File: src/rtl/wb_bus_switch_n_if.sv
// wb_bus_switch_n_if: master-side and slave-side Wishbone signals of the N-slave switch
interface wb_bus_switch_n_if #(
    parameter int NUM_SLAVES = 4,
    parameter int DATA_W     = 32,
    parameter int ADDR_W     = 32
);
    logic                         master_stb_i;
    logic                         master_we_i;
    logic [ADDR_W-1:0]            master_adr_i;
    logic [DATA_W-1:0]            master_dat_i;
    logic [DATA_W/8-1:0]          master_sel_i;
    logic [DATA_W-1:0]            master_dat_o;
    logic                         master_ack_o;
    logic                         master_err_o;
    logic [NUM_SLAVES-1:0]        slave_stb_o;
    logic [NUM_SLAVES-1:0]        slave_cyc_o;
    logic                         slave_we_o;
    logic [ADDR_W-1:0]            slave_adr_o;
    logic [DATA_W-1:0]            slave_dat_o;
    logic [DATA_W/8-1:0]          slave_sel_o;
    logic [NUM_SLAVES*DATA_W-1:0] slave_dat_i;
    logic [NUM_SLAVES-1:0]        slave_ack_i;

    // environment view: the BIU master together with the attached slaves
    modport master (
        output master_stb_i, master_we_i, master_adr_i, master_dat_i, master_sel_i,
        output slave_dat_i, slave_ack_i,
        input  master_dat_o, master_ack_o, master_err_o,
        input  slave_stb_o, slave_cyc_o, slave_we_o, slave_adr_o, slave_dat_o, slave_sel_o
    );

    // switch view: a slave to the BIU, fanning out to the slave ports
    modport slave (
        input  master_stb_i, master_we_i, master_adr_i, master_dat_i, master_sel_i,
        input  slave_dat_i, slave_ack_i,
        output master_dat_o, master_ack_o, master_err_o,
        output slave_stb_o, slave_cyc_o, slave_we_o, slave_adr_o, slave_dat_o, slave_sel_o
    );
endinterface

File: src/rtl/wb_bus_switch_n.sv
// wb_bus_switch_n: single-master N-slave Wishbone classic switch with decode error,
// ack timeout and sticky first-error capture
module wb_bus_switch_n #(
    parameter int NUM_SLAVES = 4,
    parameter int DATA_W     = 32,
    parameter int ADDR_W     = 32,
    parameter int SEL_LSB    = 16,
    parameter int IDX_W      = 3,
    parameter int TIMEOUT    = 255
) (
    input  logic              clk_i,
    input  logic              rst_i,
    wb_bus_switch_n_if.slave  bus,
    input  logic              err_clr_i,
    output logic [1:0]        err_cause_o,
    output logic [ADDR_W-1:0] err_adr_o
);
    localparam int CW = $clog2(TIMEOUT + 1);

    typedef enum logic [1:0] {IDLE, BUSY, RESP} state_t;

    state_t            state;
    logic [CW-1:0]     cnt;
    logic [IDX_W-1:0]  idx;
    logic              hit;
    logic              sel_ack;
    logic              timeout;
    logic              new_err;
    logic [1:0]        new_cause;
    logic [ADDR_W-1:0] new_adr;
    logic [DATA_W-1:0] rd_dat;

    assign idx       = bus.master_adr_i[SEL_LSB +: IDX_W];
    assign hit       = int'(idx) < NUM_SLAVES;
    // the one-hot strobe doubles as the selected-slave mask, so stray acks never count
    assign sel_ack   = |(bus.slave_ack_i & bus.slave_stb_o);
    assign timeout   = cnt == CW'(TIMEOUT - 1);
    assign new_err   = (state == IDLE && bus.master_stb_i && !hit) ||
                       (state == BUSY && !sel_ack && timeout);
    assign new_cause = state == IDLE ? 2'b01 : 2'b10;
    assign new_adr   = state == IDLE ? bus.master_adr_i : bus.slave_adr_o;
    assign bus.slave_cyc_o = bus.slave_stb_o;

    always_comb begin
        rd_dat = '0;
        for (int k = 0; k < NUM_SLAVES; k++)
            rd_dat = bus.slave_stb_o[k] ? rd_dat | bus.slave_dat_i[k*DATA_W +: DATA_W] : rd_dat;
    end

    always_ff @(posedge clk_i or negedge rst_i) begin
        if (!rst_i) begin
            state            <= IDLE;
            cnt              <= '0;
            bus.master_dat_o <= '0;
            bus.master_ack_o <= 1'b0;
            bus.master_err_o <= 1'b0;
            bus.slave_stb_o  <= '0;
            bus.slave_we_o   <= 1'b0;
            bus.slave_adr_o  <= '0;
            bus.slave_dat_o  <= '0;
            bus.slave_sel_o  <= '0;
            err_cause_o      <= 2'b00;
            err_adr_o        <= '0;
        end else begin
            bus.master_ack_o <= 1'b0;
            bus.master_err_o <= 1'b0;
            if (new_err && (err_cause_o == 2'b00 || err_clr_i)) begin
                err_cause_o <= new_cause;
                err_adr_o   <= new_adr;
            end else if (err_clr_i) begin
                err_cause_o <= 2'b00;
                err_adr_o   <= '0;
            end
            case (state)
                IDLE: if (bus.master_stb_i) begin
                    bus.slave_we_o  <= bus.master_we_i;
                    bus.slave_adr_o <= bus.master_adr_i;
                    bus.slave_dat_o <= bus.master_dat_i;
                    bus.slave_sel_o <= bus.master_sel_i;
                    cnt             <= '0;
                    if (hit) begin
                        bus.slave_stb_o <= NUM_SLAVES'(1) << idx;
                        state           <= BUSY;
                    end else begin
                        bus.master_err_o <= 1'b1;
                        state            <= RESP;
                    end
                end
                BUSY: begin
                    cnt <= cnt + 1'b1;
                    if (sel_ack) begin
                        bus.master_dat_o <= rd_dat;
                        bus.slave_stb_o  <= '0;
                        bus.master_ack_o <= 1'b1;
                        state            <= RESP;
                    end else if (timeout) begin
                        bus.slave_stb_o  <= '0;
                        bus.master_err_o <= 1'b1;
                        state            <= RESP;
                    end
                end
                default: state <= IDLE;
            endcase
        end
    end
endmodule
File: src/flat_wrapper.sv
// flat-port wrapper written by rule: the top's interface ports become plain ports
module wb_bus_switch_n_flat 
#(
    parameter int NUM_SLAVES = 4,
    parameter int DATA_W     = 32,
    parameter int ADDR_W     = 32,
    parameter int SEL_LSB    = 16,
    parameter int IDX_W      = 3,
    parameter int TIMEOUT    = 255
)
  (clk_i, rst_i, err_clr_i, err_cause_o, err_adr_o, bus_master_stb_i, bus_master_we_i, bus_master_adr_i, bus_master_dat_i, bus_master_sel_i, bus_slave_dat_i, bus_slave_ack_i, bus_master_dat_o, bus_master_ack_o, bus_master_err_o, bus_slave_stb_o, bus_slave_cyc_o, bus_slave_we_o, bus_slave_adr_o, bus_slave_dat_o, bus_slave_sel_o);
  wb_bus_switch_n_if #(.NUM_SLAVES(NUM_SLAVES), .DATA_W(DATA_W), .ADDR_W(ADDR_W)) bus_i ();
  input  logic clk_i;
  input  logic rst_i;
  input  logic err_clr_i;
  output logic [1:0] err_cause_o;
  output logic [ADDR_W-1:0] err_adr_o;
  input wire logic [$bits(bus_i.master_stb_i)-1:0] bus_master_stb_i;
  input wire logic [$bits(bus_i.master_we_i)-1:0] bus_master_we_i;
  input wire logic [$bits(bus_i.master_adr_i)-1:0] bus_master_adr_i;
  input wire logic [$bits(bus_i.master_dat_i)-1:0] bus_master_dat_i;
  input wire logic [$bits(bus_i.master_sel_i)-1:0] bus_master_sel_i;
  input wire logic [$bits(bus_i.slave_dat_i)-1:0] bus_slave_dat_i;
  input wire logic [$bits(bus_i.slave_ack_i)-1:0] bus_slave_ack_i;
  output wire logic [$bits(bus_i.master_dat_o)-1:0] bus_master_dat_o;
  output wire logic [$bits(bus_i.master_ack_o)-1:0] bus_master_ack_o;
  output wire logic [$bits(bus_i.master_err_o)-1:0] bus_master_err_o;
  output wire logic [$bits(bus_i.slave_stb_o)-1:0] bus_slave_stb_o;
  output wire logic [$bits(bus_i.slave_cyc_o)-1:0] bus_slave_cyc_o;
  output wire logic [$bits(bus_i.slave_we_o)-1:0] bus_slave_we_o;
  output wire logic [$bits(bus_i.slave_adr_o)-1:0] bus_slave_adr_o;
  output wire logic [$bits(bus_i.slave_dat_o)-1:0] bus_slave_dat_o;
  output wire logic [$bits(bus_i.slave_sel_o)-1:0] bus_slave_sel_o;
  assign bus_i.master_stb_i = bus_master_stb_i;
  assign bus_i.master_we_i = bus_master_we_i;
  assign bus_i.master_adr_i = bus_master_adr_i;
  assign bus_i.master_dat_i = bus_master_dat_i;
  assign bus_i.master_sel_i = bus_master_sel_i;
  assign bus_i.slave_dat_i = bus_slave_dat_i;
  assign bus_i.slave_ack_i = bus_slave_ack_i;
  assign bus_master_dat_o = bus_i.master_dat_o;
  assign bus_master_ack_o = bus_i.master_ack_o;
  assign bus_master_err_o = bus_i.master_err_o;
  assign bus_slave_stb_o = bus_i.slave_stb_o;
  assign bus_slave_cyc_o = bus_i.slave_cyc_o;
  assign bus_slave_we_o = bus_i.slave_we_o;
  assign bus_slave_adr_o = bus_i.slave_adr_o;
  assign bus_slave_dat_o = bus_i.slave_dat_o;
  assign bus_slave_sel_o = bus_i.slave_sel_o;
  wb_bus_switch_n #(.NUM_SLAVES(NUM_SLAVES), .DATA_W(DATA_W), .ADDR_W(ADDR_W), .SEL_LSB(SEL_LSB), .IDX_W(IDX_W), .TIMEOUT(TIMEOUT)) u_core (.clk_i(clk_i), .rst_i(rst_i), .bus(bus_i), .err_clr_i(err_clr_i), .err_cause_o(err_cause_o), .err_adr_o(err_adr_o));
endmodule
File: config.mk
export PLATFORM = sky130hd
export DESIGN_NAME = wb_bus_switch_n_flat
export DESIGN_NICKNAME = d
export VERILOG_FILES = /design/src/rtl/wb_bus_switch_n_if.sv /design/src/rtl/wb_bus_switch_n.sv /design/src/flat_wrapper.sv
export SDC_FILE = /design/constraint.sdc
export NUM_CORES = 1
export LEC_CHECK = 0
export BUFFER_PORTS_ARGS = -buffer_cell sky130_fd_sc_hd__buf_2
export CORE_AREA = 3 3 137 139
export DETAILED_ROUTE_END_ITERATION = 8
export DIE_AREA = 0 0 140 142
export PLACE_DENSITY = 0.73
export SYNTH_ARGS = -nofsm -noshare
export SYNTH_HDL_FRONTEND = slang
export SYNTH_SLANG_ARGS = --single-unit
File: constraint.sdc
create_clock -name clk_i -period 2.3 [get_ports clk_i]
set_input_delay 0.46 -clock clk_i [delete_from_list [all_inputs] [get_ports clk_i]]
set_output_delay 0.46 -clock clk_i [all_outputs]
set_load 0.01 [all_outputs]
# After elaboration in Yosys (flattened, before gate mapping)
# Cells that the tools add are included.
[op_classes]
add_sub_neg = 1
n_mux = 29
n_shift = 1
n_reduce_logical = 19
order_cmp = 1
n_eq_ne = 5
bitwise = 4
[ops]
columns = ["cell", "n"]
rows = [
  ["32-bit two-way mux", 7],
  ["32-bit bitwise OR", 3],
  ["4-bit two-way mux", 4],
  ["8-bit case mux with 2 select lines", 1],
  ["2-bit two-way mux", 7],
  ["8-bit by 1-bit adder with 8-bit output, second input constant", 1],
  ["8-bit == test, second input constant", 1],
  ["8-bit two-way mux", 1],
  ["4-bit case mux with 2 select lines", 1],
  ["2-bit AND reduction", 4],
  ["1-bit two-way mux", 6],
  ["1-bit logical AND", 5],
  ["4-bit bitwise AND", 1],
  ["2-bit logical NOT", 2],
  ["2-bit case mux with 2 select lines", 1],
  ["4-bit AND reduction", 1],
  ["2-bit nonzero test", 2],
  ["4-bit OR reduction", 1],
  ["1-bit by 3-bit left shift with 4-bit output, first input constant", 1],
  ["3-bit less-than comparator, second input constant", 1],
  ["3-bit by 1-bit != test with 1-bit output, second input constant", 1],
  ["2-bit by 1-bit == test with 1-bit output, second input constant", 1],
  ["1-bit logical NOT", 2],
  ["1-bit logical OR", 2],
  ["3 further kinds", 3],
]
[totals]
register_bits = 151
word_cells = 72
inputBits = 205
output_inout_bits = 145

# Logic depth before layout (Yosys ltp)
[logic_depth]
depth_word = 8
depth_mapped = 8
mapped_depth_nobuf = 6

# Worst setup path after synthesis
# OpenSTA, ideal clock, no wires.
[synth_path]
kind = "register to register"
from = "register u_core.bus.slave_stb_o[2] (netlist: u_core.bus.slave_cyc_o[2])"
to = "register u_core.err_adr_o[22]"
t_required_ps = 2174
setup_ps = 126
slack_ps = 514
stages_incl_launch_ff = 7
arrival_ps = 1660
path_buffers = 2
path_cell_list = "dfrtp_1 buf_4 a22oi_2 and4b_1 a311oi_4 buf_6 a221o_1"
[synth_via]
elab_chain_len = 8
elab_cells_between_ends = 9
[synth_lines]
columns = ["item", "line", "source"]
rows = [
  ["from (decl)", "wb_bus_switch_n_if.sv:37", "output slave_stb_o, slave_cyc_o, slave_we_o, slave_adr_o, slave_dat_o, slave_sel_o"],
  ["from (signal assigned)", "wb_bus_switch_n.sv:82", "bus.slave_stb_o <= NUM_SLAVES'(1) << idx;"],
  ["4-bit bitwise AND (*)", "wb_bus_switch_n.sv:36", "assign sel_ack = |(bus.slave_ack_i & bus.slave_stb_o);"],
  ["4-bit OR reduction (*)", "wb_bus_switch_n.sv:36", ""],
  ["1-bit logical NOT (*)", "wb_bus_switch_n.sv:39", "(state == BUSY && !sel_ack && timeout);"],
  ["1-bit logical AND (*) (2 in series)", "wb_bus_switch_n.sv:39", ""],
  ["1-bit logical OR (*)", "wb_bus_switch_n.sv:38", "assign new_err = (state == IDLE && bus.master_stb_i && !hit) ||"],
  ["1-bit logical AND (*)", "wb_bus_switch_n.sv:67", "if (new_err && (err_cause_o == 2'b00 || err_clr_i)) begin"],
  ["32-bit two-way mux or 2-bit nonzero test (tied branches)", "n/a", ""],
  ["to (signal assigned)", "wb_bus_switch_n.sv:69", "err_adr_o <= new_adr;"],
  ["to (decl)", "wb_bus_switch_n.sv:16", "output logic [ADDR_W-1:0] err_adr_o"],
]
# Every way passes the cells marked *; elsewhere a longest branch is shown, timed or not.
# A chain may end at the register's enable or synchronous reset.

# Worst setup path after layout
[layout_path]
from = "register u_core.state[1]"
to = "register u_core.err_adr_o[1]"
[layout_via]
elab_chain_len = 6
elab_cells_between_ends = 11
[layout_lines]
columns = ["item", "line", "source"]
rows = [
  ["from (decl)", "wb_bus_switch_n.sv:22", "state_t state;"],
  ["from (signal assigned)", "wb_bus_switch_n.sv:52", "state <= IDLE;"],
  ["from (signal assigned)", "wb_bus_switch_n.sv:83", "state <= BUSY;"],
  ["from (signal assigned)", "wb_bus_switch_n.sv:86", "state <= RESP;"],
  ["2-bit by 1-bit == test with 1-bit output or 2-bit logical NOT (tied branches)", "wb_bus_switch_n.sv:39, wb_bus_switch_n.sv:38, wb_bus_switch_n.sv:41", ""],
  ["1-bit logical AND (on tied branches) (2 in series)", "wb_bus_switch_n.sv:39, wb_bus_switch_n.sv:38", ""],
  ["1-bit logical OR", "wb_bus_switch_n.sv:38", ""],
  ["1-bit logical AND", "wb_bus_switch_n.sv:67", ""],
  ["32-bit two-way mux or 2-bit nonzero test (tied branches)", "n/a", ""],
]
# Several ways; a longest one is shown, not always the timed one.

==> results.toml <==
[clock_network]
cts-root-buf = "clkbuf_16"
cts_tree = "built"
hold_buffers = 1
clk_pin_slew_worst_paths_ps = 60
clock_sinks = 151
cts_buffer_depth = 2
cts-htree-levels = 4
cts_buffers = 17
post_cts_buffers = 0
insertion_delay_ps = 410
cts_resized = 0

[timing]
post-route-period-util_pct = 85.25
fmax_mhz = 510.0
hold_violations = 0
min_period_ps = 1961
grt_setup_unrepaired = "no"
finalSetupTns_ps = 0
setup_viol = 0
drv_slew = 0
finalClockSkew_ps = 8.835
relSlewSlack_pct = 57.78
tightest_slew_ps = 633.3

[yosys]
synth_ff_type = "dfrtp_1"
synth_area_leaders = "dfrtp_1, nand2_1, a22oi_1"
synth_top_area_share_pct = 56.24
synth-edff-count = 0
postSynthAreaPerCell_sq_um = 9.852
syn_area_sq_mm = 0.006719
synth.yosys.seq_area_share_pct = 56.24
syn_nets = 889
synth_top_cell_by_area = "dfrtp_1"
synthCells = 682
synthArstFlopShare_pct = 100.0
synth.distinct_cells = 44
ys_ff_latch = 151
ys_warn_count = 0

[final_layout]
finish.net_count = 1219
layout-drive-gt1-share_pct = 39.84
area_growth_pct = 37.49
fin_util_pct = 51.96
num-fill-cells = 1653

[grt]
grt_max_degree = 66
grt_antenna_before_repair = 1
grt.overflow.total = 0
grt_pass1_wl_um = 32850
grt_pass1_vias = 6218
grtUsageTotal_pct = 20.59

[worst_setup_path]
crit_path_top_delay_cell = "dfrtp_1"
cp_top_family = "simple AND/OR/NAND/NOR gates"
cp_slowest_stage_delay_ps = 510
reg2regPathDepth = 5
worstSetupPathDepth = 5
crit_path_max_fanout = 24
path_buf_inv = 1
critical_path_class = "reg -> reg"
startpoint_type = "flop"
r2r-start = "u_core.state[1]$_DFFE_PN0P_"
rrSetupSlack_ps = 340
path_cells = "and2b_1 > and4b_1 > a311oi_4 > buf_12 > a221o_2"
worstPathRequired_ps = 2590
arrival_ps = 2250
crit_path_end_kind = "flop"
r2r_end = "u_core.err_adr_o[1]$_DFFE_PN0P_"
critPathCapture = "u_core.err_adr_o[1]$_DFFE_PN0P_"
critPathLaunch = "u_core.state[1]$_DFFE_PN0P_"

[power_and_ir_drop]
leakagePower_nw = 4.912
power_density_mw_per_mm2 = 1285
p_total_mw = 11.87
vdd_drop_max_uv = 604.1

[placement]
place_congestion = 0.8318
port_buffers = 349
hpwl_um = 15390

[route]
drt.antenna.violating_nets = 0
drt-total-wl_um = 21220
dr.pass1.iters = 5
via_count = 6356
wl_per_cell_um = 16.92
drt_iter0_drc = 418
avgViaCountPerCell = 5.069
route.detailed.drc = 0

[die]
die_w_um = 140
dieArea_sq_mm = 0.01988
core_area_sq_mm = 0.01778
rows = 49
io-pin-count = 350
initial_utilization_pct = 37.79
die_y_um = 142

[flow_run]
drv_cap = 0

[worst_hold_path]
holdPathStages = 3
hp-class = "in -> reg"

[outcome]
status = "complete, no violations"
-- synth_stat cells, types with 3 or more instances --
cell type,instances
a221o_1,29
buf_2,15
buf_6,10
a22oi_1,66
a31oi_1,33
a21oi_1,3
and2_1,30
clkbuf_1,25
buf_4,5
nor3_1,4
nand2_1,216
o21ai_0,12
inv_1,4
nand3_1,3
dfrtp_1,151
nor2_1,42
-- power breakdown --
group          switching (mW)  total [mW]  internal, mW
Sequential              0.677        4.40          3.73
Clock                    1.10        2.73          1.62
Combinational            2.87        4.74          1.87
Total                    4.65        11.9          7.22
-- routing by layer --
layer  vias up  track usage (%)  share of wire [%]
met5         -                0                  0
met4         0            7.088                1.9
met3        31            4.805                6.6
met2       258            33.98                 50
met1      3029            26.95                 42
li1       3038                -                  -
-- state kept, by name, indices dropped and copies added, names as in the netlist --
| name | cells |
|---|---|
| u_core.err_cause_o | 2 |
| u_core.bus.master_ack_o | 1 |
| u_core.bus.master_err_o | 1 |
| u_core.cnt | 8 |
| u_core.err_adr_o | 32 |
| u_core.bus.slave_cyc_o | 4 |
| u_core.bus.slave_sel_o | 4 |
| u_core.bus.slave_adr_o | 32 |
| u_core.bus.master_dat_o | 32 |
| u_core.state | 2 |
| u_core.bus.slave_dat_o | 32 |
| u_core.bus.slave_we_o | 1 |
-- worst register-to-register path: cells and delay by family, from the launching register on --
kind / cells / cell delay [ps]
AND/OR/NAND/NOR: 2 / 630
AO/OA/AOI/OAI: 2 / 530
flip-flops: 1 / 510
buffers and inverters: 1 / 180
-- through the flow --
step	hold WS (ps)	setup WS, ps	instances	area (sq um)
floorplan	164.4	513.6	682	6719
global placement	428.8	290.9	1221	8653
detailed placement	437.7	263.6	1221	8653
CTS	210.3	352.1	1253	9235
global route	221.2	269.1	1254	9238
finish	232.2	339.3	1254	9238
-- worst min path at each step --
stage / start / end
after floorplan: rst_i / u_core.bus.master_ack_o$_DFF_PN0_
after global placement: rst_i / u_core.bus.slave_dat_o[7]$_DFFE_PN0N_
after detailed placement: rst_i / u_core.bus.slave_dat_o[6]$_DFFE_PN0N_
after CTS: bus_master_dat_i[6] / u_core.bus.slave_dat_o[6]$_DFFE_PN0N_
after global routing: bus_master_dat_i[7] / u_core.bus.slave_dat_o[7]$_DFFE_PN0N_
final: bus_master_dat_i[6] / u_core.bus.slave_dat_o[6]$_DFFE_PN0N_
-- final cells by class --
class	instances	area [sq um]	area share, %
Antenna cell	1	2.502	0.02709
Clock buffer	20	446.7	4.835
Clock inverter	11	125.1	1.354
Inverter	4	15.01	0.1625
Multi-Input combinational cell	472	2625	28.42
Sequential cell	151	3779	40.90
Tap cell	229	286.5	3.102
Timing Repair Buffer	366	1958	21.20
-- logic make-up (layout without fill, tap and decap cells) --
logic type	after synthesis	after routing	share of synthesized area, %
mux	2	2	0.2980
other cells	0	1	0
buf+inv	59	401	4.972
flops	151	151	56.24
xor+xnor	1	1	0.1304
compound gates	159	159	18.32
simple gates	308	308	19.67
fa+ha+maj	2	2	0.3724
-- layout by cell type (no fill, tap or decap), types with 2 or more instances in the layout --
cell,count
buf_2,348
nand2_1,216
mux2i_1,2
clkinvlp_4,2
a22oi_1,66
nand3_1,3
o21ai_0,12
inv_1,4
buf_12,6
a22oi_2,2
clkinv_4,3
clkinv_2,3
a221o_2,2
nor3_1,4
nand4_1,2
a31oi_1,33
a221o_1,29
ha_1,2
bufinv_16,2
clkbuf_1,2
nor2_1,41
buf_4,10
and2_1,30
a21oi_1,2
dfrtp_1,151
clkbuf_16,17
a32oi_1,2
Note: power is estimated with default switching activity, not from simulation.
